`src/rtl/cnt_cap_pkg.sv`:
```
// Shared types and constants for the counter-sample capture path.
// Latency: none (declarations only).
// Backpressure: not applicable.
package cnt_cap_pkg;

    typedef logic [7:0] sample_t;

    localparam int        CNT_CAP_DEPTH_DEF = 8;
    localparam logic [7:0] DROP_CNT_MAX     = 8'hFF;

endpackage

```
`src/rtl/cnt_seq_checker.sv`:
```
// Continuity checker: flags any qualified sample that is not previous sample + 1 (mod 2^DW).
// Latency: seq_err pulses for one cycle on the edge after the offending sample.
// Backpressure: none; observes every din_valid sample, including ones the FIFO drops.
module cnt_seq_checker #(
    parameter int DW = 8
) (
    input  logic          clk1,
    input  logic          rstn,
    input  logic          din_valid,
    input  logic [DW-1:0] din,
    output logic          seq_err
);

    logic [DW-1:0] r_prev;
    logic          r_have_prev;
    logic          r_seq_err;
    logic [DW-1:0] w_expect;

    // Expected next value wraps naturally at the DW-bit boundary.
    assign w_expect = r_prev + DW'(1);
    assign seq_err  = r_seq_err;

    // Track the last sample and raise a single-cycle pulse on a break; first sample is never checked.
    always_ff @(posedge clk1 or negedge rstn) begin
        if (!rstn) begin
            r_prev      <= '0;
            r_have_prev <= 1'b0;
            r_seq_err   <= 1'b0;
        end else begin
            r_seq_err <= din_valid && r_have_prev && (din != w_expect);
            if (din_valid) begin
                r_prev      <= din;
                r_have_prev <= 1'b1;
            end
        end
    end

endmodule

```
`src/rtl/cnt_capture_fifo.sv`:
```
// Captures qualified counter samples into a first-word-fall-through FIFO for a valid/ready sink.
// Latency: a sample pushed at edge N is on dout after edge N (zero bubble into an empty FIFO).
// Backpressure: sink stalls fill the FIFO; when full, new samples are dropped and counted (saturating).
// Build option: define CNT_CAPTURE_SEQ_CHECK_EN to enable the sample continuity checker (seq_err).
module cnt_capture_fifo
    import cnt_cap_pkg::*;
#(
    parameter int  DW    = 8,
    parameter int  DEPTH = CNT_CAP_DEPTH_DEF,
    localparam int AW    = $clog2(DEPTH)
) (
    input  logic          clk1,
    input  logic          rstn,
    input  logic          din_valid,
    input  logic [DW-1:0] din,
    output logic          dout_valid,
    output logic [DW-1:0] dout,
    input  logic          dout_ready,
    output logic          full,
    output logic          empty,
    output logic [AW:0]   count,
    output logic [7:0]    drop_cnt,
    output logic          seq_err
);

    localparam logic [AW:0] L_FULL = (AW+1)'(DEPTH);

    logic [DW-1:0] r_mem [DEPTH];
    logic [AW-1:0] r_wr_ptr;
    logic [AW-1:0] r_rd_ptr;
    logic [AW:0]   r_count;
    logic [7:0]    r_drop_cnt;

    logic w_push;
    logic w_pop;
    logic w_drop;

    // Status comes only from registered occupancy, never from din_valid/dout_ready.
    assign full       = (r_count == L_FULL);
    assign empty      = (r_count == '0);
    assign dout_valid = !empty;
    assign dout       = empty ? '0 : r_mem[r_rd_ptr];
    assign count      = r_count;
    assign drop_cnt   = r_drop_cnt;

    // A pop frees a slot in the same cycle, so a full FIFO still accepts when the sink drains.
    assign w_pop  = dout_valid && dout_ready;
    assign w_push = din_valid && (!full || w_pop);
    assign w_drop = din_valid && full && !w_pop;

    // Sample storage; contents are don't-care until written, so no reset.
    always_ff @(posedge clk1) begin
        if (w_push) begin
            r_mem[r_wr_ptr] <= din;
        end
    end

    // Pointers wrap at DEPTH for free because DEPTH is a power of two.
    always_ff @(posedge clk1 or negedge rstn) begin
        if (!rstn) begin
            r_wr_ptr <= '0;
            r_rd_ptr <= '0;
        end else begin
            if (w_push) r_wr_ptr <= r_wr_ptr + AW'(1);
            if (w_pop)  r_rd_ptr <= r_rd_ptr + AW'(1);
        end
    end

    // Occupancy: push and pop together leave it unchanged.
    always_ff @(posedge clk1 or negedge rstn) begin
        if (!rstn) begin
            r_count <= '0;
        end else begin
            case ({w_push, w_pop})
                2'b10:   r_count <= r_count + (AW+1)'(1);
                2'b01:   r_count <= r_count - (AW+1)'(1);
                default: r_count <= r_count;
            endcase
        end
    end

    // Drop counter sticks at its maximum until the next reset.
    always_ff @(posedge clk1 or negedge rstn) begin
        if (!rstn) begin
            r_drop_cnt <= '0;
        end else if (w_drop && (r_drop_cnt != DROP_CNT_MAX)) begin
            r_drop_cnt <= r_drop_cnt + 8'd1;
        end
    end

`ifdef CNT_CAPTURE_SEQ_CHECK_EN
    cnt_seq_checker #(
        .DW (DW)
    ) u_seq_checker (
        .clk1      (clk1),
        .rstn      (rstn),
        .din_valid (din_valid),
        .din       (din),
        .seq_err   (seq_err)
    );
`else
    assign seq_err = 1'b0;
`endif

endmodule
```
`config.mk`:
```
export PLATFORM = sky130hd
export DESIGN_NAME = cnt_capture_fifo
export DESIGN_NICKNAME = d
export VERILOG_FILES = /design/src/rtl/cnt_cap_pkg.sv /design/src/rtl/cnt_seq_checker.sv /design/src/rtl/cnt_capture_fifo.sv
export SDC_FILE = /design/constraint.sdc
export NUM_CORES = 1
export LEC_CHECK = 0
export ABC_AREA = 1
export CAP_MARGIN = 20
export CORE_UTILIZATION = 49
export CTS_CLUSTER_SIZE = 10
export DETAILED_ROUTE_END_ITERATION = 10
export GPL_ROUTABILITY_DRIVEN = 0
export HOLD_SLACK_MARGIN = 0.03
export PLACE_DENSITY = 0.78
export REMOVE_ABC_BUFFERS = 1
export SLEW_MARGIN = 5
export SYNTH_ARGS = -nofsm -noshare
export SYNTH_HDL_FRONTEND = slang
export SYNTH_SLANG_ARGS = --single-unit
```
`constraint.sdc`:
```
create_clock -name clk1 -period 1.57 [get_ports clk1]
set_input_delay 0.157 -clock clk1 [delete_from_list [all_inputs] [get_ports clk1]]
set_output_delay 0.157 -clock clk1 [all_outputs]
set_load 0.02 [all_outputs]
```
Word level (Yosys, flattened, before mapping) --
Memory sizes are Yosys's and may differ from the RTL's. Index checks and enable logic that the tools add are counted. W data, S select, Z words.
Word-level totals: memories 1, bits in read-only memories 0, memory bits (writable) 64, register bits 18, bits of input ports 12, logic and storage cells 29, bits in latches 0, output and inout port bits 24
Cells by class: add/sub/neg operators 5, reduce and logical (&&, ||, !) cells 11, muxes and demuxes 4, equal/unequal tests 4, bitwise operators 0, multipliers 0, divide/modulo/power cells 0, $lt $le $gt $ge 0, shift-type cells 0
Memories:
- r_mem | words 8, width 8, rd ports 1, clocked after Yosys merged registers in 0, write ports 1, line cnt_capture_fifo.sv:28 | logic [DW-1:0] r_mem [DEPTH];
Operators with widths (count):
- $add A8 B1 Y8 const B | 1
- $mux W8 | 1
- $ne A8 B8 Y1 const B | 1
- $pmux W4 S2 | 1
- $add A3 B1 Y3 const B | 2
- $logic_and A1 B1 Y1 | 5
- $add A4 B1 Y4 const B | 1
- $eq A4 B4 Y1 const B | 1
- $logic_not A4 Y1 | 1
- $sub A4 B1 Y4 const B | 1
- $logic_not A1 Y1 | 3
- $eq A2 B1 Y1 const B | 1
- $eq A2 B2 Y1 const B | 1
- $mux W1 | 2
- $reduce_bool A2 Y1 | 1
- $logic_or A1 B1 Y1 | 1

Longest topological paths before layout --
word-level depth 7, gate-level depth with buffers 12, depth with buffers taken out 12

Worst setup path after synthesis --
No wires, ideal clock.
path type register to register, start register r_count[0], in the netlist count[0], end memory r_mem[4][0] (enable), clock period less this slack 1922 ps, data required time 1200 ps, stages on the path, launching flop included 6, path buffers 0, arrival time 1551 ps, setup time 370 ps, path slack -352 ps, cell sequence dfrtp_1 -> nor4_4 -> nand2_1 -> nand2_1 -> or2_2 -> nor2_1
On the way: elaborated cells on any way between the ends 9, those cells by class 1 x eq/ne; 2 x mux; 6 x reduce/logical
RTL lines:
- start: declaration | line cnt_capture_fifo.sv:31 | logic [AW:0] r_count;
- start signal: assignment | line cnt_capture_fifo.sv:75 | 2'b10: r_count <= r_count + (AW+1)'(1);
- start signal: assignment | line cnt_capture_fifo.sv:76 | 2'b01: r_count <= r_count - (AW+1)'(1);
- start signal: assignment | line cnt_capture_fifo.sv:77 | default: r_count <= r_count;
- $eq A4 B4 Y1 | line cnt_capture_fifo.sv:39 | assign full = (r_count == L_FULL);
- net full | line cnt_capture_fifo.sv:19 | output logic full,
- $logic_not A1 Y1 | line cnt_capture_fifo.sv:48 | assign w_push = din_valid && (!full || w_pop);
- $logic_or A1 B1 Y1 | line cnt_capture_fifo.sv:48
- $logic_and A1 B1 Y1 | line cnt_capture_fifo.sv:48
- $mux W1 | line cnt_capture_fifo.sv:53 | if (w_push) begin
- $mux W1 (not written as such) | line cnt_capture_fifo.sv:54 | r_mem[r_wr_ptr] <= din;
- end: declaration | line cnt_capture_fifo.sv:28
The timed path passes the listed nets, and every way through them passes these cells.

Worst setup path in the final report --
start register r_rd_ptr[0], end output dout[6]
On the way: word-level cells in the longest chain between the ends 2
RTL lines:
- start: declaration | line cnt_capture_fifo.sv:30 | logic [AW-1:0] r_rd_ptr;
- start signal: assignment | line cnt_capture_fifo.sv:65 | if (w_pop) r_rd_ptr <= r_rd_ptr + AW'(1);
- $mem_v2 Z8 W8
- $mux W8 | line cnt_capture_fifo.sv:42 | assign dout = empty ? '0 : r_mem[r_rd_ptr];
- end: declaration | line cnt_capture_fifo.sv:17 | output logic [DW-1:0] dout,
Every way passes these cells.

==> summary.md <==
| Metric | Value |
|---|---|
| Status | `finished, violations left` |
| Failing checks | `setup timing` |
| Starting Density | `0.5168` |
| Initial DRC count | `327` |
| WP data required | `1410 ps` |
| Flop pwr share | `0.311` |
| Most common cell in the netlist | `nor2_1` |
| Tcrit/Tclk final | `1.312` |
| IO Count | `36` |
| Worst-Skew Late Latency | `370 ps` |
| Diode count | `0` |
| Post-DP HPWL | `4949 um` |
| Static Leak | `1.988 nW` |
| Drt first pass iters | `5` |
| Worst setup EP type | `primary output` |
| Post-synth ARST share | `0.2195` |
| TritonCTS Buffers | `9` |
| Final Power | `0.009777 W` |
| Pwr Density | `1973 mW/mm^2` |
| Sw Pwr | `0.004128 W` |
| Startpoint types | `flip-flop` |
| DR WL/cell | `19.42 um` |
| Worst Path Arrival | `1900 ps` |
| Hold-fix buffers, CTS | `0` |
| Clk network pwr share | `0.148` |
| Clk slew on worst S/H paths | `90 ps` |
| Reg2reg path depth | `7` |
| Flop2flop setup slack | `-330 ps` |
| Nets | `418` |
| Syn avg cell area | `11.33 um^2` |
| Number of global-route vias before repair | `2,700` |
| Gr ovfl total | `0` |
| Post-synth EDFFs | `64` |
| Largest cells by area after synthesis | `edfxtp_1, dfrtp_1, nor2_1` |
| Worst setup margin | `-490.6 ps` |
| Global routing's busiest layer | `met2` |
| Post-DRT Antenna Nets | `0` |
| Die area | `0.007630 mm^2` |
| Die Ht | `87.35 um` |
| Yosys reg bits | `82` |
| Post-synth top area cell | `edfxtp_1` |
| Netlist cell types | `29` |
| Final setup vio count | `90` |
| Initial antenna violation count | `0` |
| Final hold vios | `0` |
| Clock H-tree levels | `3` |
| Die X-Extent | `87.35 um` |
| First-pass GRT wire length | `13,620 um` |
| # port buffers | `34` |
| Tmin final | `2061 ps` |
| Switching Share | `0.4222` |
| Clock skew | `15.58 ps` |
| Logic gate share of total power | `0.541` |
| Seq/Total Area, Yosys | `0.6646` |
| Slew Viols, Final | `0` |
| CTS Buffer Depth | `2` |
| P_int | `0.005649 W` |
| Multi-input gate area | `0.001354 mm^2` |
| Worst Setup Path Type | `reg -> out` |
| Vias | `2,834` |
| Peak supply drop | `1.001 mV` |
| Grt met2 use | `0.3963` |
| Tot GR Track Use | `0.2449` |
| Area delta synth->final | `38.80%` |
| Hold Slack | `118.1 ps` |
| Post-Synthesis Cells | `315` |
| DRT Wirelength | `9768 um` |
| Routed vias/inst | `5.634` |
| # fillers | `460` |
| Placement Setup Slack | `-470.5 ps` |
| Synth Cell Area | `0.003570 mm^2` |
| CTS Root Cell | `clkbuf_8` |
| Synth top area share | `0.5384` |
| Setup TNS | `-20,580 ps` |
| Yosys warns | `0` |
| Sequential cell area | `0.002376 mm^2` |
| RSZ-0062 raised after global routing | `yes` |
| Most used DFF post-synth | `edfxtp_1` |
| Synth cell count leaders | `nor2_1, edfxtp_1, nand2_1` |
| Max_cap viols | `0` |
| Row cnt | `30` |
| Core area | `0.006907 mm^2` |
| Crit Path Max Fanout | `20` |
| Share of layout cells above drive strength 1 | `0.3636` |
| CTS tree | `done` |
| Fmax | `485.3 MHz` |
| Worst Hold Class | `in -> async` |
| Grt met1 use | `0.3110` |
| Sink Count | `82` |
| Largest net degree at the start of global routing | `21` |
| Remaining DRCs | `0` |
| Routing usage on met3 | `0.05498` |
per-layer routing:
metal	vias to the layer above	wire, um
met5	-	0
met4	0	341
met3	33	628
met2	147	5074
met1	1386	3724
li1	1268	-
area by class of cell:
| class | count | share of cell area |
|---|---|---|
| well taps | 96 | 0.02424 |
| inverters | 21 | 0.01793 |
| clock buffers | 10 | 0.02576 |
| repair buffers | 88 | 0.1689 |
| clock inverters | 6 | 0.01035 |
| multi-input cells | 200 | 0.2732 |
| flip-flops and latches | 82 | 0.4795 |
repair_timing:
| action | 4_1_cts | 5_1_grt |
|---|---|---|
| setup buffers | 13 | 11 |
| pin swaps | 15 | 18 |
| setup endpoints to repair | 89 | 95 |
| cloned | 1 | 1 |
| endpoints found under the hold margin | 0 | 0 |
| resized for setup | 110 | 68 |
layout by cell type, fill, tap and decap left out, types with 2 or more instances in the layout:
cell / synthesis / layout
dfrtp_1: 18 / 15
clkinvlp_4: 0 / 3
o21ai_1: 5 / 14
nand3_4: 1 / 2
nand2_2: 4 / 13
nand4_1: 2 / 2
nor2_4: 0 / 10
nor2_1: 76 / 62
nand2_4: 0 / 6
buf_12: 0 / 3
nand3_2: 0 / 2
edfxtp_1: 64 / 64
o21ai_2: 0 / 3
ha_1: 4 / 3
buf_6: 0 / 19
xor2_1: 11 / 10
inv_1: 18 / 14
o32ai_1: 16 / 7
clkinv_4: 0 / 2
inv_4: 0 / 2
o32ai_2: 0 / 9
nand2_1: 36 / 21
dlygate4sd2_1: 0 / 8
clkbuf_8: 0 / 9
clkdlybuf4s50_1: 0 / 13
inv_2: 3 / 4
buf_4: 1 / 41
dfrtp_2: 0 / 3
nor2_2: 1 / 5
o21ai_0: 25 / 13
nand3_1: 9 / 6
dlymetal6s2s_1: 0 / 2
cell families (layout without fill, tap and decap cells):
group           Yosys count  count (layout)  share of synthesized area
compound gates           46              46                    0.08132
xor+xnor                 13              13                    0.03190
fa+ha+maj                 4               4                    0.01402
buf+inv                  33             125                    0.03680
flops                    82              82                     0.6646
mux                       1               1                   0.003154
other cells               1               1                   0.001051
simple gates            135             135                     0.1672
path summary, 6_finish.rpt:
kind                        startpoint          end
hold / removal                    rstn  drop_cnt[4]
setup reg to reg              count[1]  r_mem[4][1]
max in group asynchronous         rstn  r_rd_ptr[0]
setup / recovery           r_rd_ptr[0]      dout[6]
min in group clk1               din[4]  r_mem[3][4]
hold reg to reg            drop_cnt[2]  drop_cnt[2]
power groups by stage:
stage / combinational, W / clock, W / sequential [W]
floorplan: 0.00184 / 0 / 0.00332
global placement: 0.00394 / 0 / 0.00302
detailed placement: 0.00406 / 0 / 0.00303
CTS: 0.00451 / 0.00141 / 0.00300
global route: 0.00559 / 0.00154 / 0.00307
finish: 0.00529 / 0.00145 / 0.00304
sequential cells by signal, summed over array words and instances (netlist names):
| name | flops |
|---|---|
| count | 4 |
| r_wr_ptr | 3 |
| drop_cnt | 8 |
| r_rd_ptr | 3 |
| r_mem | 64 |
per-stage QoR:
stage	utilization	instance area, um^2	instances
after floorplan	-	3517	303
after global placement	0.6234	4305	475
after detailed placement	0.6234	4305	475
after CTS	0.6837	4722	500
after global routing	0.7174	4955	503
final	0.7174	4955	503
worst max-delay path, stage by stage (launching register included):
cell,delay (ps)
dfrtp_2,460
buf_12,170
o21ai_0,370
o32ai_2,170
o21ai_1,140
nor2_1,60
buf_4,150
Power figures use the tool's default switching activity.
